===== config.mk =====
export PLATFORM = sky130hd
export DESIGN_NAME = fsk_tone_detect
export DESIGN_NICKNAME = d
export VERILOG_FILES = /design/src/rtl/fsk_tone_detect.sv
export SDC_FILE = /design/constraint.sdc
export NUM_CORES = 1
export LEC_CHECK = 0
export CORE_UTILIZATION = 45
export CTS_CLUSTER_SIZE = 30
export DETAILED_ROUTE_END_ITERATION = 8
export PLACE_DENSITY = 0.7
export RECOVER_POWER = 50
export SETUP_SLACK_MARGIN = 0.2
export SLEW_MARGIN = 20
export SYNTH_ARGS = -nofsm -noshare
export SYNTH_HDL_FRONTEND = slang
export SYNTH_SLANG_ARGS = --single-unit

===== constraint.sdc =====
create_clock -name mainclk -period 2.9 [get_ports mainclk]
set_input_delay 0.29 -clock mainclk [delete_from_list [all_inputs] [get_ports mainclk]]
set_output_delay 0.29 -clock mainclk [all_outputs]
set_load 0.01 [all_outputs]

===== src/rtl/fsk_tone_detect.sv =====
// FSK receive tone detector: measures input periods in mainclk cycles, classifies mark/space, declares lock.
// Optional saturating err_cnt register is built only when `FSK_TONE_ERR_COUNT_EN is defined.
module fsk_tone_detect #(
    parameter int T1_PERIOD = 34,
    parameter int T0_PERIOD = 68,
    parameter int TOL       = 4,
    parameter int LOCK_N    = 4,
    parameter int CNT_W     = 9
) (
    input  logic       mainclk,
    input  logic       reset,
    input  logic       fsk_in,
    output logic       tone_bit,
    output logic       locked,
    output logic       sym_stb,
    output logic [7:0] err_cnt
);
    localparam int RUN_W = $clog2(LOCK_N + 1);
    localparam int CW1   = CNT_W + 1;

    localparam logic [0:0] SEEK  = 1'b0;
    localparam logic [0:0] TRACK = 1'b1;

    localparam logic [CNT_W-1:0] CNT_MAX = CNT_W'(T0_PERIOD + TOL);
    localparam logic [CNT_W:0]   T1_LO   = CW1'(T1_PERIOD - TOL);
    localparam logic [CNT_W:0]   T1_HI   = CW1'(T1_PERIOD + TOL);
    localparam logic [CNT_W:0]   T0_LO   = CW1'(T0_PERIOD - TOL);
    localparam logic [CNT_W:0]   T0_HI   = CW1'(T0_PERIOD + TOL);
    localparam logic [RUN_W-1:0] RUN_MAX = RUN_W'(LOCK_N);
    localparam logic [RUN_W-1:0] RUN_ONE = RUN_W'(1);

    logic             s1, s2, s3;
    logic             rise;
    logic [0:0]       state;
    logic [CNT_W-1:0] cnt;
    logic [CNT_W:0]   period;
    logic [RUN_W-1:0] run_cnt;
    logic [RUN_W-1:0] run_next;
    logic             prev_cls;
    logic             is_one, is_zero, cls_valid, cls;
    logic             timeout;
    logic             lock_evt;

    always_ff @(posedge mainclk or posedge reset) begin
        if (reset) begin
            s1 <= 1'b0;
            s2 <= 1'b0;
            s3 <= 1'b0;
        end else begin
            s1 <= fsk_in;
            s2 <= s1;
            s3 <= s2;
        end
    end

    assign rise      = s2 & ~s3;
    assign period    = {1'b0, cnt} + CW1'(1);
    assign is_one    = (period >= T1_LO) && (period <= T1_HI);
    assign is_zero   = (period >= T0_LO) && (period <= T0_HI);
    assign cls_valid = is_one | is_zero;
    assign cls       = is_one;
    // A rise in the same cycle as the limit wins; that over-long period is simply invalid.
    assign timeout   = (state == TRACK) && !rise && (cnt == CNT_MAX);

    always_comb begin
        run_next = run_cnt;
        if (cls == prev_cls) begin
            if (run_cnt != RUN_MAX) begin
                run_next = run_cnt + RUN_ONE;
            end
        end else begin
            run_next = RUN_ONE;
        end
    end

    assign lock_evt = (state == TRACK) && rise && cls_valid && (run_next == RUN_MAX) &&
                      ((run_cnt != RUN_MAX) || (cls != prev_cls));

    always_ff @(posedge mainclk or posedge reset) begin
        if (reset) begin
            state    <= SEEK;
            cnt      <= '0;
            run_cnt  <= '0;
            prev_cls <= 1'b0;
            locked   <= 1'b0;
            tone_bit <= 1'b0;
            sym_stb  <= 1'b0;
        end else begin
            sym_stb <= 1'b0;
            case (state)
                SEEK: begin
                    cnt <= '0;
                    if (rise) begin
                        state <= TRACK;
                    end
                end
                TRACK: begin
                    if (rise) begin
                        cnt <= '0;
                        if (cls_valid) begin
                            run_cnt  <= run_next;
                            prev_cls <= cls;
                            if (cls != prev_cls) begin
                                locked <= 1'b0;
                            end
                            if (lock_evt) begin
                                locked   <= 1'b1;
                                tone_bit <= cls;
                                sym_stb  <= 1'b1;
                            end
                        end else begin
                            run_cnt <= '0;
                            locked  <= 1'b0;
                        end
                    end else if (timeout) begin
                        state   <= SEEK;
                        cnt     <= '0;
                        run_cnt <= '0;
                        locked  <= 1'b0;
                    end else begin
                        cnt <= cnt + CNT_W'(1);
                    end
                end
                default: begin
                    state <= SEEK;
                    cnt   <= '0;
                end
            endcase
        end
    end

`ifdef FSK_TONE_ERR_COUNT_EN
    logic       err_inc;
    logic [7:0] err_q;

    assign err_inc = ((state == TRACK) && rise && !cls_valid) || timeout;

    always_ff @(posedge mainclk or posedge reset) begin
        if (reset) begin
            err_q <= 8'd0;
        end else if (err_inc && (err_q != 8'hFF)) begin
            err_q <= err_q + 8'd1;
        end
    end

    assign err_cnt = err_q;
`else
    assign err_cnt = 8'd0;
`endif

endmodule


==> flow_summary.rst, run 1 <==
.. list-table::
   :header-rows: 1

   * - Metric
     - Value
   * - Outcome
     - finished, violations left
   * - Violated checks
     - DRC
   * - Leakage dissipation
     - 0.5900 nW
   * - Dpl cells
     - 171
   * - Largest area contributor in the synthesized netlist
     - dfrtp_1
   * - Kind of start point of the critical path
     - flop
   * - Final Hold Violating Endpoints
     - 0
   * - Total clock sinks
     - 20
   * - I/O pin cnt
     - 14
   * - DIE AREA
     - 0.003359 mm2
   * - FP Rows
     - 19
   * - Commonest cells after routing, fill and taps aside
     - dfrtp_1, nand2_1, nor2_1
   * - Final critical delay including setup and external delays
     - 2.396 ns
   * - Height of the die
     - 57.96 um
   * - Master cell of the clock root buffer
     - clkbuf_4
   * - Clock Path Buffers
     - 2
   * - Cells along the critical path
     - ha_1, nand3_1, or4_4, o41ai_4, o21ai_2, mux2i_1, a311oi_1
   * - Post-route core utilization
     - 0.5083
   * - Syn Std Cell Area
     - 0.001409 mm2
   * - Number of resized instances in the post-cts repair step
     - 0
   * - Non-filler cells in the finished layout
     - 175
   * - Fillers
     - 263
   * - Final period util
     - 0.8262
   * - Hold Path Cell Cnt
     - 0
   * - Layout Area Growth over Synthesis
     - 2.931%
   * - Design Power
     - 0.0007644 W
   * - Share of layout cells above drive strength 1
     - 0.09722
   * - Total inserted antenna cells
     - 0
   * - Fin Clk Skew
     - 0.001780 ns
   * - Share of flip-flops with an asynchronous set or reset after synthesis
     - 1.000
   * - Number of cells on the worst reg-to-reg path
     - 7
   * - # DRC
     - 1
   * - Largest net degree at the start of global routing
     - 21
   * - Post-Route Setup TNS
     - 0 ns
   * - Initial antenna violation count
     - 0
   * - Number of synthesis warnings
     - 0
   * - Placement Cell Area
     - 0.001398 mm2
   * - Critical setup path kind
     - reg2reg
   * - Post-CTS Setup Repair Bufs
     - 0
   * - Crit end category
     - flop
   * - First drt pass iteration count
     - 6
   * - CTS HTree Levels
     - 1
   * - Cell types occupying the most area after synthesis
     - dfrtp_1, buf_4, ha_1
   * - Grt ovf
     - 0
   * - Largest voltage drop on the vdd net
     - 0.4539 mV
   * - Max Transition Viols Final
     - 0
   * - Transition at the pin with the smallest max-transition slack
     - 0.7453 ns
   * - Max Clock Freq
     - 0.4174 GHz
   * - Power density of the placed cells
     - 527.1 mW/mm2
   * - Most frequent standard cell in the layout excluding fill and tap cells
     - dfrtp_1
   * - Overall track demand over capacity in global routing
     - 0.1619
   * - Initial standard-cell utilization of the core
     - 0.4939
   * - Synthesized area divided by synthesized cell count
     - 9.716 um2
   * - Number of buffers added on ports
     - 5
   * - Clock-pin slew on the worst setup and hold paths
     - 0.11 ns
   * - Count of mapped cells out of synthesis
     - 145
   * - Delay of the slowest cell on the worst path
     - 0.54 ns
   * - Total number of nets in the final design
     - 153
   * - Num CTS Buffers
     - 3
   * - Post-detailed-placement half-perimeter wirelength
     - 1791 um
   * - Routed len/inst
     - 13.83 um
   * - Post-route standard cell area excluding fillers
     - 0.001450 mm2
   * - Top cell type's share of synthesized area
     - 0.3552
   * - Max-Slew Margin vs Limit
     - 0.5026
   * - Max-cap check violation count
     - 0
   * - Die width
     - 57.96 um
   * - First-pass GRT wire length
     - 4174 um
   * - Proportion of synthesized chip area in sequential cells
     - 0.3552
   * - Post-synthesis sequential element count
     - 20
   * - Hold/Removal Path Class
     - reg2reg
   * - Maximum fanout along the worst path
     - 12
   * - # setup viols final
     - 0
   * - Unrepaired setup endpoints after global routing
     - false
   * - Number of DRC violations after detailed-routing iteration 0
     - 20
   * - Number of distinct standard cells referenced by the synthesized netlist
     - 50
   * - Clock latency of the later-clocked register in the worst-skew pair
     - 0.30 ns
   * - Vias per inst
     - 5.777
   * - Most instantiated flip-flop cell in the synthesis netlist
     - dfrtp_1
   * - GPL Wtd Cong
     - 0.8674
   * - Core footprint
     - 0.002853 mm2
   * - Count of antenna-violating nets left after detailed routing
     - 0
   * - Hold bufs inserted after CTS
     - 0
   * - Via count of the first global-routing pass
     - 945
   * - CP required
     - 3.11 ns
   * - Number of flops mapped to enable cells by yosys
     - 0
   * - DR vias
     - 1011
   * - CTS tree
     - yes
   * - Endpoint arrival time on the critical path
     - 2.61 ns
   * - Max stage delay cell, worst path
     - or4_4
   * - Final WL
     - 2421 um
[cells in the mapped netlist (all sizes together), types with 5 or more instances]
| cell | number |
|---|---|
| nor2 | 10 |
| inv | 8 |
| a21oi | 7 |
| nand2 | 10 |
| ha | 5 |
| xnor2 | 6 |
| dfrtp | 20 |
| o21ai | 7 |
| buf | 17 |
[worst max-delay path, delay by kind of cell (launching register included)]
kind | cells | cell delay, ns
simple gates | 2 | 0.76
fa+ha+maj | 1 | 0.40
flops | 1 | 0.53
compound gates | 3 | 0.47
mux | 1 | 0.14
[registers in the layout, indices dropped and copies added, names as in the netlist]
name	count
state	1
tone_bit	1
s1	1
locked	1
prev_cls	1
s2	1
run_cnt	3
sym_stb	1
s3	1
cnt	9
[report_power, final]
group,internal (W),switching [W],total [W]
combinational,0.0000763,0.0000958,0.000172
clock,0.000140,0.0000863,0.000226
sequential,0.000303,0.0000633,0.000366
[area by class of cell]
type | count | area [um2] | area share
Clock buffer | 3 | 22.52 | 0.01553
Clock inverter | 1 | 30.03 | 0.02071
Inverter | 8 | 30.03 | 0.02071
Multi-Input combinational cell | 107 | 778.2 | 0.5367
Sequential cell | 20 | 500.5 | 0.3451
Tap cell | 31 | 38.79 | 0.02675
Timing Repair Buffer | 5 | 50.05 | 0.03451
[worst paths after layout]
| path | end | from | slack (ns) |
|---|---|---|---|
| hold / removal | s2$_DFF_PP0_ | s1$_DFF_PP0_ | 0.37 |
| max in group asynchronous | prev_cls$_DFFE_PP0P_ | reset | 1.89 |
| min in group asynchronous | cnt[1]$_DFF_PP0_ | reset | 0.54 |
| hold reg to reg | s2$_DFF_PP0_ | s1$_DFF_PP0_ | 0.37 |
| setup / recovery | run_cnt[0]$_DFFE_PP0P_ | cnt[0]$_DFF_PP0_ | 0.50 |
| setup reg to reg | run_cnt[0]$_DFFE_PP0P_ | cnt[0]$_DFF_PP0_ | 0.50 |
[cell families (layout without fill, tap and decap cells)]
kind of cell               Yosys count  after routing  synth area share
and+or+nand+nor                     52             52            0.2300
AOI/OAI and AO/OA                   32             32            0.1927
buffers and inverters               25             17            0.1110
DFF                                 20             20            0.3552
xor gates and xnor gates             8              8           0.04974
adders and majority gates            5              5           0.04440
muxes                                2              2           0.01421
other                                1              8          0.002662
[routing by layer]
metal,routed length (um),up-vias,GRT usage
met4,45,0,0.07143
met2,1176,24,0.2677
met1,1132,485,0.2168
met5,0,-,0
li1,-,496,-
met3,66,6,0.01563
[metrics by stage]
step	hold WS, ns	setup WS (ns)
after floorplan	0.2538	0.8565
after global placement	0.3438	0.6485
after detailed placement	0.3371	0.5396
after CTS	0.3719	0.5036
after global routing	0.3739	0.2702
final	0.3651	0.5041
Power figures use the tool's default switching activity.
==> inputs of run 2 (changes only) <==
--- a/config.mk
+++ b/config.mk
@@ -8,7 +8,7 @@
 export CORE_UTILIZATION = 45
 export CTS_CLUSTER_SIZE = 30
 export DETAILED_ROUTE_END_ITERATION = 8
-export PLACE_DENSITY = 0.7
+export PLACE_DENSITY = 0.73
 export RECOVER_POWER = 50
 export SETUP_SLACK_MARGIN = 0.2
 export SLEW_MARGIN = 20
==> constraint.sdc (replaced) <==
create_clock -name mainclk -period 2.2 [get_ports mainclk]
set_input_delay 0.22 -clock mainclk [delete_from_list [all_inputs] [get_ports mainclk]]
set_output_delay 0.22 -clock mainclk [all_outputs]
set_load 0.01 [all_outputs]
==> flow_summary.rst, run 2 (same netlist as run 1, synthesis figures left out) <==
.. list-table::
   :header-rows: 1

   * - Metric
     - Value
   * - Outcome
     - finished, violations left
   * - Violated checks
     - DRC
   * - Critical setup path kind
     - reg2reg
   * - Final period util
     - 0.9276 (+0.1014)
   * - Most frequent standard cell in the layout excluding fill and tap cells
     - buf_4
   * - Final WL
     - 2840 um (+17%)
   * - Via count of the first global-routing pass
     - 1100 (+16%)
   * - Clock Path Buffers
     - 2 (unchanged)
   * - CTS tree
     - yes
   * - Count of antenna-violating nets left after detailed routing
     - 0 (unchanged)
   * - Largest registers
     - cnt (9), run_cnt (3)
   * - Routed len/inst
     - 14.42 um (+4.2%)
   * - Master cell of the clock root buffer
     - clkbuf_4
   * - Largest net degree at the start of global routing
     - 21 (unchanged)
   * - Share of total power in the clock network
     - 0.196 (-0.100)
   * - Placement Cell Area
     - 0.001455 mm2 (+4.1%)
   * - Non-filler cells in the finished layout
     - 197 (+13%)
   * - Overall track demand over capacity in global routing
     - 0.1860 (+0.02407)
   * - Vias per inst
     - 5.543 (-4.1%)
   * - Total clock sinks
     - 20 (unchanged)
   * - Largest register FFs
     - 9 (unchanged)
   * - Power density of the placed cells
     - 649.4 mW/mm2 (+23%)
   * - Sw power
     - 0.0003894 W (+59%)
   * - Total number of nets in the final design
     - 175 (+14%)
   * - Net Sw Frac
     - 0.3532 (+0.03216)
   * - Hold/Removal Path Class
     - reg2reg
   * - Minimum setup slack after placement
     - 0.04237 ns (-0.4972 ns)
   * - DR vias
     - 1092 (+8.0%)
   * - Largest voltage drop on the vdd net
     - 0.5855 mV (+29%)
   * - # setup viols final
     - 0 (unchanged)
   * - DIE AREA
     - 0.003359 mm2 (unchanged)
   * - Crit end category
     - flop
   * - Internal portion of total power
     - 0.0007131 W (+37%)
   * - Final critical delay including setup and external delays
     - 2.041 ns (-0.3552 ns)
   * - Clock-pin slew on the worst setup and hold paths
     - 0.11 ns (about the same)
   * - Max-cap check violation count
     - 0 (unchanged)
   * - Unrepaired setup endpoints after global routing
     - true
   * - Post-Route Setup TNS
     - 0 ns (unchanged)
   * - Share of layout cells above drive strength 1
     - 0.3072 (+0.2100)
   * - Relative contribution of combinational cells to total power
     - 0.422 (+0.197)
   * - CTS HTree Levels
     - 1 (unchanged)
   * - Initial standard-cell utilization of the core
     - 0.4939 (unchanged)
   * - Max Transition Viols Final
     - 0 (unchanged)
   * - Total inserted antenna cells
     - 0 (unchanged)
   * - Multi-input combinational cell area
     - 858.3 um2 (+10%)
   * - Height of the die
     - 57.96 um (unchanged)
   * - Maximum fanout along the worst path
     - 10 (-2)
   * - Max-Slew Margin vs Limit
     - 0.5084 (+0.005823)
   * - FF/Latch Area
     - 503.0 um2 (+0.50%)
   * - Post-detailed-placement half-perimeter wirelength
     - 1914 um (+6.9%)
   * - I/O pin cnt
     - 14 (unchanged)
   * - Die width
     - 57.96 um (unchanged)
   * - Num CTS Buffers
     - 3 (unchanged)
   * - Design Power
     - 0.001103 W (+44%)
   * - First drt pass iteration count
     - 6 (unchanged)
   * - Core footprint
     - 0.002853 mm2 (unchanged)
   * - Least setup slack across all paths after layout
     - 0.1593 ns (-0.3448 ns)
   * - Leakage dissipation
     - 0.6995 nW (+19%)
   * - Initial antenna violation count
     - 0 (unchanged)
   * - Transition at the pin with the smallest max-transition slack
     - 0.7366 ns (-0.008724 ns)
   * - Fillers
     - 234 (-11%)
   * - Seq pwr share
     - 0.382 (-0.097)
   * - Commonest cells after routing, fill and taps aside
     - buf_4, dfrtp_1, nor2_1
   * - GPL Wtd Cong
     - 0.9191 (+6.0%)
   * - Clock latency of the later-clocked register in the worst-skew pair
     - 0.30 ns (about the same)
   * - # DRC
     - 1 (unchanged)
   * - Most flop-heavy register
     - cnt
   * - Endpoint arrival time on the critical path
     - 2.26 ns (-0.35 ns)
   * - Number of buffers added on ports
     - 5 (unchanged)
   * - Kind of start point of the critical path
     - flop
   * - Max Clock Freq
     - 0.4900 GHz (+17%)
   * - Post-route standard cell area excluding fillers
     - 0.001698 mm2 (+17%)
   * - Layout Area Growth over Synthesis
     - 20.52%
   * - Final Hold Violating Endpoints
     - 0 (unchanged)
   * - Dpl cells
     - 178 (+4.1%)
   * - FP Rows
     - 19 (unchanged)
   * - Number of DRC violations after detailed-routing iteration 0
     - 35 (+75%)
   * - CP required
     - 2.42 ns (-0.69 ns)
   * - Fin Clk Skew
     - 0.003648 ns (+0.001868 ns)
   * - First-pass GRT wire length
     - 4850 um (+16%)
   * - Grt ovf
     - 0 (unchanged)
[run 2: final timing paths]
path                                       start                      to  slack [ns]  cells past startpoint
worst max-delay path            cnt[0]$_DFF_PP0_  run_cnt[0]$_DFFE_PP0P_        0.16                      7
worst max register to register  cnt[0]$_DFF_PP0_  run_cnt[0]$_DFFE_PP0P_        0.16                      7
max in group asynchronous                  reset        cnt[4]$_DFF_PP0_        1.21                      2
worst min register to register      s1$_DFF_PP0_            s2$_DFF_PP0_        0.37                      0
min in group asynchronous                  reset      locked$_DFFE_PP0P_        0.48                      2
worst min-delay path                s1$_DFF_PP0_            s2$_DFF_PP0_        0.37                      0
[run 2: layout make-up]
cell class / count / share of cell area
clock buffers: 4 / 0.02137
inverters: 8 / 0.01916
multi-input cells: 107 / 0.5055
flip-flops and latches: 20 / 0.2962
well taps: 31 / 0.02284
repair buffers: 27 / 0.1349
[run 2: layer usage]
metal	routed length, um	global-route usage	up-vias
met5	0	0	-
met1	1311	0.2475	518
met4	29	0.06803	0
met3	102	0.03348	5
met2	1396	0.3038	28
li1	-	-	541
[run 2: worst max-delay path: stages (launching register included)]
cell      delay [ns]
dfrtp_1         0.44
ha_4            0.22
nand3_2         0.14
or4_4           0.51
o41ai_4         0.09
o21ai_2         0.13
mux2i_1         0.16
a311oi_2        0.25
[run 2: through the flow]
stage / utilization / hold WS (ns)
floorplan: - / 0.1838
global placement: 0.5101 / 0.3463
detailed placement: 0.5101 / 0.3380
CTS: 0.5675 / 0.3543
global route: 0.5952 / 0.3782
finish: 0.5952 / 0.3706
[run 2: what timing repair did]
action / CTS / global route
hold buffers: 0 / 0
buffers inserted: 9 / 5
gates cloned: 0 / 1
endpoints found under the setup margin: 5 / 5
gates resized for setup: 13 / 9
pin swaps: 6 / 7
[run 2: power groups by stage]
| stage | logic, W | clock network [W] | registers [W] |
|---|---|---|---|
| floorplan | 0.000259 | 0 | 0.000432 |
| global placement | 0.000323 | 0 | 0.000428 |
| detailed placement | 0.000330 | 0 | 0.000431 |
| CTS | 0.000403 | 0.000219 | 0.000420 |
| global route | 0.000508 | 0.000237 | 0.000426 |
| finish | 0.000465 | 0.000216 | 0.000422 |
